## config.mk

```make
export PLATFORM = sky130hd
export DESIGN_NAME = imem_loader
export DESIGN_NICKNAME = d
export VERILOG_FILES = /design/src/rtl/imem_loader.sv
export SDC_FILE = /design/constraint.sdc
export NUM_CORES = 1
export LEC_CHECK = 0
export BUFFER_PORTS_ARGS = -buffer_cell sky130_fd_sc_hd__buf_2
export CORE_MARGIN = 4
export CORE_UTILIZATION = 43
export CTS_CLUSTER_SIZE = 40
export DETAILED_ROUTE_END_ITERATION = 8
export GPL_ROUTABILITY_DRIVEN = 0
export PLACE_DENSITY = 0.71
export SLEW_MARGIN = 5
export SYNTH_ARGS = -nofsm -noshare
export SYNTH_HDL_FRONTEND = slang
export SYNTH_SLANG_ARGS = --single-unit
```

## constraint.sdc

```tcl
create_clock -name clk -period 4.89 [get_ports clk]
set_clock_uncertainty 0.2 [all_clocks]
set_input_delay 1.467 -clock clk [delete_from_list [all_inputs] [get_ports clk]]
set_output_delay 1.467 -clock clk [all_outputs]
set_load 0.05 [all_outputs]
```

## src/rtl/imem_loader.sv

```systemverilog
// imem_loader: streams a length-prefixed byte image into instruction memory.
// Optional trailing XOR checksum byte when IMEM_LOADER_CHECKSUM_EN is defined.
module imem_loader #(
  parameter int ADDR_WIDTH = 7
) (
  input  logic                  clk,
  input  logic                  rst,
  input  logic                  start,
  input  logic                  rx_valid,
  input  logic [7:0]            rx_data,
  output logic                  rx_ready,
  output logic                  im_we,
  output logic [ADDR_WIDTH-1:0] im_addr,
  output logic [31:0]           im_wdata,
  output logic                  cpu_rstn,
  output logic                  busy,
  output logic                  done,
  output logic                  err
);

  typedef enum logic [2:0] {
    S_IDLE = 3'd0,
    S_LEN0 = 3'd1,
    S_LEN1 = 3'd2,
    S_DATA = 3'd3,
`ifdef IMEM_LOADER_CHECKSUM_EN
    S_CSUM = 3'd4,
`endif
    S_DONE = 3'd5,
    S_ERR  = 3'd6
  } state_t;

  localparam logic [16:0] CAP = 17'd1 << ADDR_WIDTH;

  state_t                state;
  state_t                next;
  logic [7:0]            len_lo;
  logic [15:0]           len;
  logic [ADDR_WIDTH:0]   widx;
  logic [ADDR_WIDTH:0]   widx_nx;
  logic [1:0]            bcnt;
  logic [23:0]           wbuf;
  logic [15:0]           n_full;
  logic                  accept;
  logic                  go;
  logic                  too_big;
  logic                  last_word;
  logic                  word_done;
`ifdef IMEM_LOADER_CHECKSUM_EN
  logic [7:0]            csum;
`endif

  assign accept  = rx_valid && rx_ready;
  assign n_full  = {rx_data, len_lo};
  assign too_big = {1'b0, n_full} > CAP;
  assign widx_nx = widx + 1'b1;

  // word index is one bit wider than the address so N = 2^ADDR_WIDTH ends cleanly
  assign last_word =
    {{(16-ADDR_WIDTH){1'b0}}, widx_nx} == {1'b0, len};

  assign word_done = accept && (state == S_DATA) && (bcnt == 2'd3);

  assign go = start &&
    ((state == S_IDLE) || (state == S_DONE) || (state == S_ERR));

  always_ff @(posedge clk or posedge rst) begin
    if (rst) begin
      state <= S_IDLE;
    end else begin
      state <= next;
    end
  end

  always_comb begin
    next = state;
    unique case (state)
      S_IDLE: begin
        if (start) next = S_LEN0;
      end
      S_LEN0: begin
        if (accept) next = S_LEN1;
      end
      S_LEN1: begin
        if (accept) begin
          if (too_big) begin
            next = S_ERR;
          end else if (n_full == 16'd0) begin
`ifdef IMEM_LOADER_CHECKSUM_EN
            next = S_CSUM;
`else
            next = S_DONE;
`endif
          end else begin
            next = S_DATA;
          end
        end
      end
      S_DATA: begin
        if (word_done && last_word) begin
`ifdef IMEM_LOADER_CHECKSUM_EN
          next = S_CSUM;
`else
          next = S_DONE;
`endif
        end
      end
`ifdef IMEM_LOADER_CHECKSUM_EN
      S_CSUM: begin
        if (accept) next = (rx_data == csum) ? S_DONE : S_ERR;
      end
`endif
      S_DONE: begin
        if (start) next = S_LEN0;
      end
      S_ERR: begin
        if (start) next = S_LEN0;
      end
      default: next = S_IDLE;
    endcase
  end

  always_comb begin
    busy = (state == S_LEN0) || (state == S_LEN1) ||
           (state == S_DATA);
`ifdef IMEM_LOADER_CHECKSUM_EN
    busy = busy || (state == S_CSUM);
`endif
    rx_ready = busy;
    done     = (state == S_DONE);
    err      = (state == S_ERR);
  end

  always_ff @(posedge clk or posedge rst) begin
    if (rst) begin
      im_we    <= 1'b0;
      im_addr  <= '0;
      im_wdata <= '0;
      cpu_rstn <= 1'b0;
      len_lo   <= '0;
      len      <= '0;
      widx     <= '0;
      bcnt     <= '0;
      wbuf     <= '0;
`ifdef IMEM_LOADER_CHECKSUM_EN
      csum     <= '0;
`endif
    end else begin
      im_we    <= 1'b0;
      cpu_rstn <= (state == S_DONE);
      if (go) begin
        widx <= '0;
        bcnt <= '0;
`ifdef IMEM_LOADER_CHECKSUM_EN
        csum <= '0;
`endif
      end
      if (accept && state == S_LEN0) len_lo <= rx_data;
      if (accept && state == S_LEN1) len <= n_full;
      if (accept && state == S_DATA) begin
        bcnt <= bcnt + 2'd1;
`ifdef IMEM_LOADER_CHECKSUM_EN
        csum <= csum ^ rx_data;
`endif
        unique case (bcnt)
          2'd0: wbuf[7:0]   <= rx_data;
          2'd1: wbuf[15:8]  <= rx_data;
          2'd2: wbuf[23:16] <= rx_data;
          default: begin
            im_we    <= 1'b1;
            im_addr  <= widx[ADDR_WIDTH-1:0];
            im_wdata <= {rx_data, wbuf};
            widx     <= widx_nx;
          end
        endcase
      end
    end
  end

endmodule

```

After elaboration in Yosys (flattened, before gate mapping). Cells that the tools add are included.

RAM bits: 0. Register bits: 102. Word-level logic and storage cells: 65. Memories: 0. Memory bits (read-only): 0. Latch bits: 0. Bits of input ports: 12. Output and inout port bits: 45.

Multipliers: 0. Add/subtract/negate cells: 2. Divide/modulo/power cells: 0. Shift-type cells: 0. Bitwise logic cells: 1. Reductions and logical operators: 22. Equality and inequality tests: 13. Order comparisons: 1. Muxes and demuxes: 14.

Operators by type and width (number): 2-to-1 mux 8 bit (3); 2-to-1 mux 3 bit (6); equality test 8 x 16 -> 1 bit (1); greater-than comparator 16 x 8 -> 1 bit, second input constant (1); zero test 16 bit (1); case mux 3 bit (4 select lines) (1); adder 8 x 1 -> 8 bit, second input constant (1); AND reduction 2 bit (4); logical AND 1 bit (7); equality test 3 x 2 -> 1 bit, second input constant (2); equality test 3 bit, second input constant (2); inequality test 2 bit, second input constant (3); OR reduction 3 bit (2); equality test 2 bit, second input constant (2); logical OR 1 bit (4); 2-to-1 mux 2 bit (2); AND reduction 4 bit (1); equality test 3 x 1 -> 1 bit, second input constant (1); zero test 3 bit (1); adder 2 x 1 -> 2 bit, second input constant (1); equality test 2 x 1 -> 1 bit, second input constant (1); zero test 2 bit (1); 2-to-1 mux 1 bit (2); inequality test 2 x 1 -> 1 bit, second input constant (1); 2 further kinds (2).

Depth between registers and ports, before layout.
Depth in word-level cells: 9. Gate-level depth with buffers: 10.

Least setup slack after synthesis. OpenSTA, ideal clock, no wires.

Path kind: register to output. Start: register state[1]. End: output port err. Path slack: 1.382 ns. Path buffers: 1. Data arrival time: 1.841 ns. Required time: 3.223 ns. Cell stages (with the launch flop): 3. Path through: dfrtp_1 > buf_1 > nor3b_1.

Cells in the longest elaborated chain, start to end: 1.

Ends and longest elaborated chain: start: declaration (line 35) `state_t state;`; start signal: assignment (line 71) `state <= next;`; equality test 3 bit (line 131) `err = (state == S_ERR);`; end: declaration (line 18) `output logic err`.

Every way passes these cells.

Final worst setup path.
Start: input port rx_valid. End: register widx[7].

Cells in the longest elaborated chain, start to end: 3.

Ends and longest elaborated chain: start: declaration (line 9) `input logic rx_valid,`; logical AND 1 bit (line 53) `assign accept = rx_valid && rx_ready;`; logical AND 1 bit (line 160) `if (accept && state == S_DATA) begin`; 2-to-1 mux 8 bit (line 160); end signal: assignment (line 173) `widx <= widx_nx;`; end: declaration (line 39) `logic [ADDR_WIDTH:0] widx;`.

Every way passes these cells. A chain may end at the register's enable or synchronous reset.

==> summary.txt <==
Critical path
  • Delay-heaviest family, CP: simple AND/OR/NAND/NOR gates
  • Slowest-stage cell, CP: inv_1
  • CP Depth: 8
  • Crit end category: register
  • CP most frequent cell: nor2_1
  • Critical path class: input pin to register
  • Buf+Inv Stages, Crit Path: 2
  • Sequence of cells on the critical path: buf_2, nand2b_4, nor2_1, nand2_1, inv_1, nor2_1, o21ai_0, o31ai_1
  • Worst EP required: between 4000 and 5000 ps
  • CP Max Fanout: 22
  • CP startpoint kind: input pin
  • Delay of the slowest critical-path stage: roughly 610 ps
  • R2R depth: 7
  • WP data arrival: ~3500 ps

STA
  • Max-slew violation count: 0
  • Count of final setup violators: 0
  • Fin crit share: 0.7159
  • Setup TNS Final: 0 ps
  • Worst slew margin: 0.3659
  • Minimum clock period: between 3000 and 4000 ps
  • Worst setup margin: ~1400 ps
  • Worst hold slack: approximately 270 ps
  • Unrepaired setup endpoints after global routing: false
  • Highest clock rate: 285.7 MHz
  • Worst-Margin Slew: 951.2 ps
  • Final hold vios: 0

Die
  • # rows: 36
  • Core area: 9819 um2
  • Die area: 11840 um2
  • Initial Util: 0.4451
  • Die X: approximately 110 um
  • IO Pins: 57
  • Die Ht: approximately 110 um

Drt
  • Vias: roughly 2800
  • Via density: roughly 5
  • Per-cell routed wire length: ~15 um
  • Number of remaining DRC errors: 0
  • Antenna violation net count after detailed routing: 0
  • Routed WL: just under 9 mm
  • Router iterations before antenna repair: 4
  • Iter 0 DRT Violations: about 150

Clock tree
  • Clock sinks: 102
  • CTS buffer count: 9
  • CTS tree: done
  • Clock Path Buffers: 2
  • CTS hold repair buffers: 0
  • Post-CTS Setup Repair Bufs: 0
  • H-tree levels: 3
  • Reg clk slew, reported paths: 100 ps
  • PostCTS Resize Cnt: 0
  • Root Buffer: clkbuf_8
  • Worst skew pair latency: about 360 ps

Logic synthesis
  • Dominant cells by area after synthesis: dfrtp_1 (58%), mux2_2 (16%), nand2_1 (7.6%)
  • Post-synth EDFFs: 0
  • Synth area leader: dfrtp_1
  • Avg Cell Area, Syn: 11.72 um2
  • Synth Warn #: 0
  • Async set-reset flop share out of synthesis: 1.000
  • Post-synthesis sequential area ratio: 0.5840
  • Synth cell types: 40
  • Top cells by count, synth: dfrtp_1 (102), nand2_1 (89), mux2_2 (63), o21ai_0 (15), nor2_1 (12)
  • Cell Area, Synth: 4370 um2
  • Synth Flop Type: dfrtp_1
  • Post-Syn Instances: approximately 370
  • Yosys reg bits: 102
  • Top-count cell post-synth: dfrtp_1
  • Syn Nets: 391
  • Synth top area share: 0.5840

Power
  • Pwr Density: ~570 nW/um2
  • LEAKAGE: between 0.002 and 0.003 uW
  • Worst VDD drop: 0.0003769 V

Place
  • DP HPWL: 5.977 mm
  • Dpl ws: 1069 ps
  • Port Buffers: 56
  • Placed insts: roughly 550

Cells and area
  • Layout cells sized above 1: 0.3364
  • Layout area overhead: 13.83%
  • N_diodes: 0
  • Final net count: roughly 450
  • Final std cells w/o fill: 564

Global route
  • Total GRT Usage: 0.1604
  • First-pass GRT wire length: roughly 15 mm
  • Largest net degree at the start of global routing: 81
  • Total global routing overflow: 0
  • Antenna violations before repair: 0
  • Vias in the first global route: slightly below 3000

Job
  • Max-cap violation count: 0

Min path
  • Min-Delay Path Class: register to register
  • Hold path depth: 2

Run status
  • Status: completed
==> layout by cell type (no fill, tap or decap), drive strengths merged, types with 2 or more instances in the layout <==
master	n
xnor2	8
dfrtp	102
and4	2
nor4	3
inv	8
o21ai	15
a21oi	6
nand3	3
nor3b	4
a211oi	2
nor3	2
mux2	63
o31ai	5
nand2	89
and3	2
clkbuf	11
nor2	12
xor2	6
and2	2
ha	6
nand3b	2
or4	3
buf	61
==> layout make-up <==
cell class	instances	area, um2
Clock buffer	11	141.4
Tap cell	133	166.4
Clock inverter	4	55.05
Fill cell	920	4845
Timing Repair Buffer	61	317.8
Sequential cell	102	2552
Inverter	6	25.02
Multi-Input combinational cell	247	1717
==> state kept, by name, summed over array words and instances, names as in the netlist <==
name,cells
im_wdata,32
im_we,1
cpu_rstn,1
wbuf,24
bcnt,2
len_lo,8
im_addr,7
widx,8
len,16
state,3
==> worst min-delay path: cells and delay by family, from the launching register on <==
family	cells	cell delay (ps)
flip-flops	1	350
AND/OR/NAND/NOR	2	100
==> cells by family (layout without fill, tap and decap cells) <==
kind of cell | count (synthesis) | after routing | share of synthesized area
AOI/OAI and AO/OA | 35 | 35 | 0.05068
and+or+nand+nor | 129 | 129 | 0.1334
xor gates and xnor gates | 14 | 14 | 0.02806
DFF | 102 | 102 | 0.5840
buffers and inverters | 24 | 82 | 0.02433
muxes | 63 | 63 | 0.1623
adders and majority gates | 6 | 6 | 0.01718
==> final timing paths <==
kind | start | endpoint | slack, ps
max | rx_valid | widx[7]$_DFF_PP0_ | 1390
min | wbuf[7]$_DFFE_PP0P_ | im_wdata[7]$_DFFE_PP0P_ | 270
max reg2reg | state[2]$_DFFE_PP0P_ | widx[7]$_DFF_PP0_ | 1980
min reg2reg | wbuf[7]$_DFFE_PP0P_ | im_wdata[7]$_DFFE_PP0P_ | 270
max in group asynchronous | rst | widx[6]$_DFF_PP0_ | 2620
min in group asynchronous | rst | im_wdata[7]$_DFFE_PP0P_ | 1110
==> power breakdown <==
group	switching, uW	total (uW)	internal (uW)
registers	193	1310	1120
logic	580	963	382
clock network	289	542	253
==> stage by stage <==
stage / total power (uW) / cell area, um2 / utilization
floorplan: 2074 / 4370 / -
finish: 2816 / 4975 / 0.5066
detailed placement: 2298 / 4778 / 0.4866
global placement: 2254 / 4778 / 0.4866
global route: 2985 / 4975 / 0.5066
CTS: 2837 / 4975 / 0.5066
==> metal layers <==
layer  wire, um  GRT usage  share of wire
met1       4139     0.2268           0.47
met2       4153     0.2493           0.48
met3        275    0.02427          0.032
met4        148    0.06402          0.017
met5          0          0              0
Note: power is estimated with default switching activity, not from simulation.
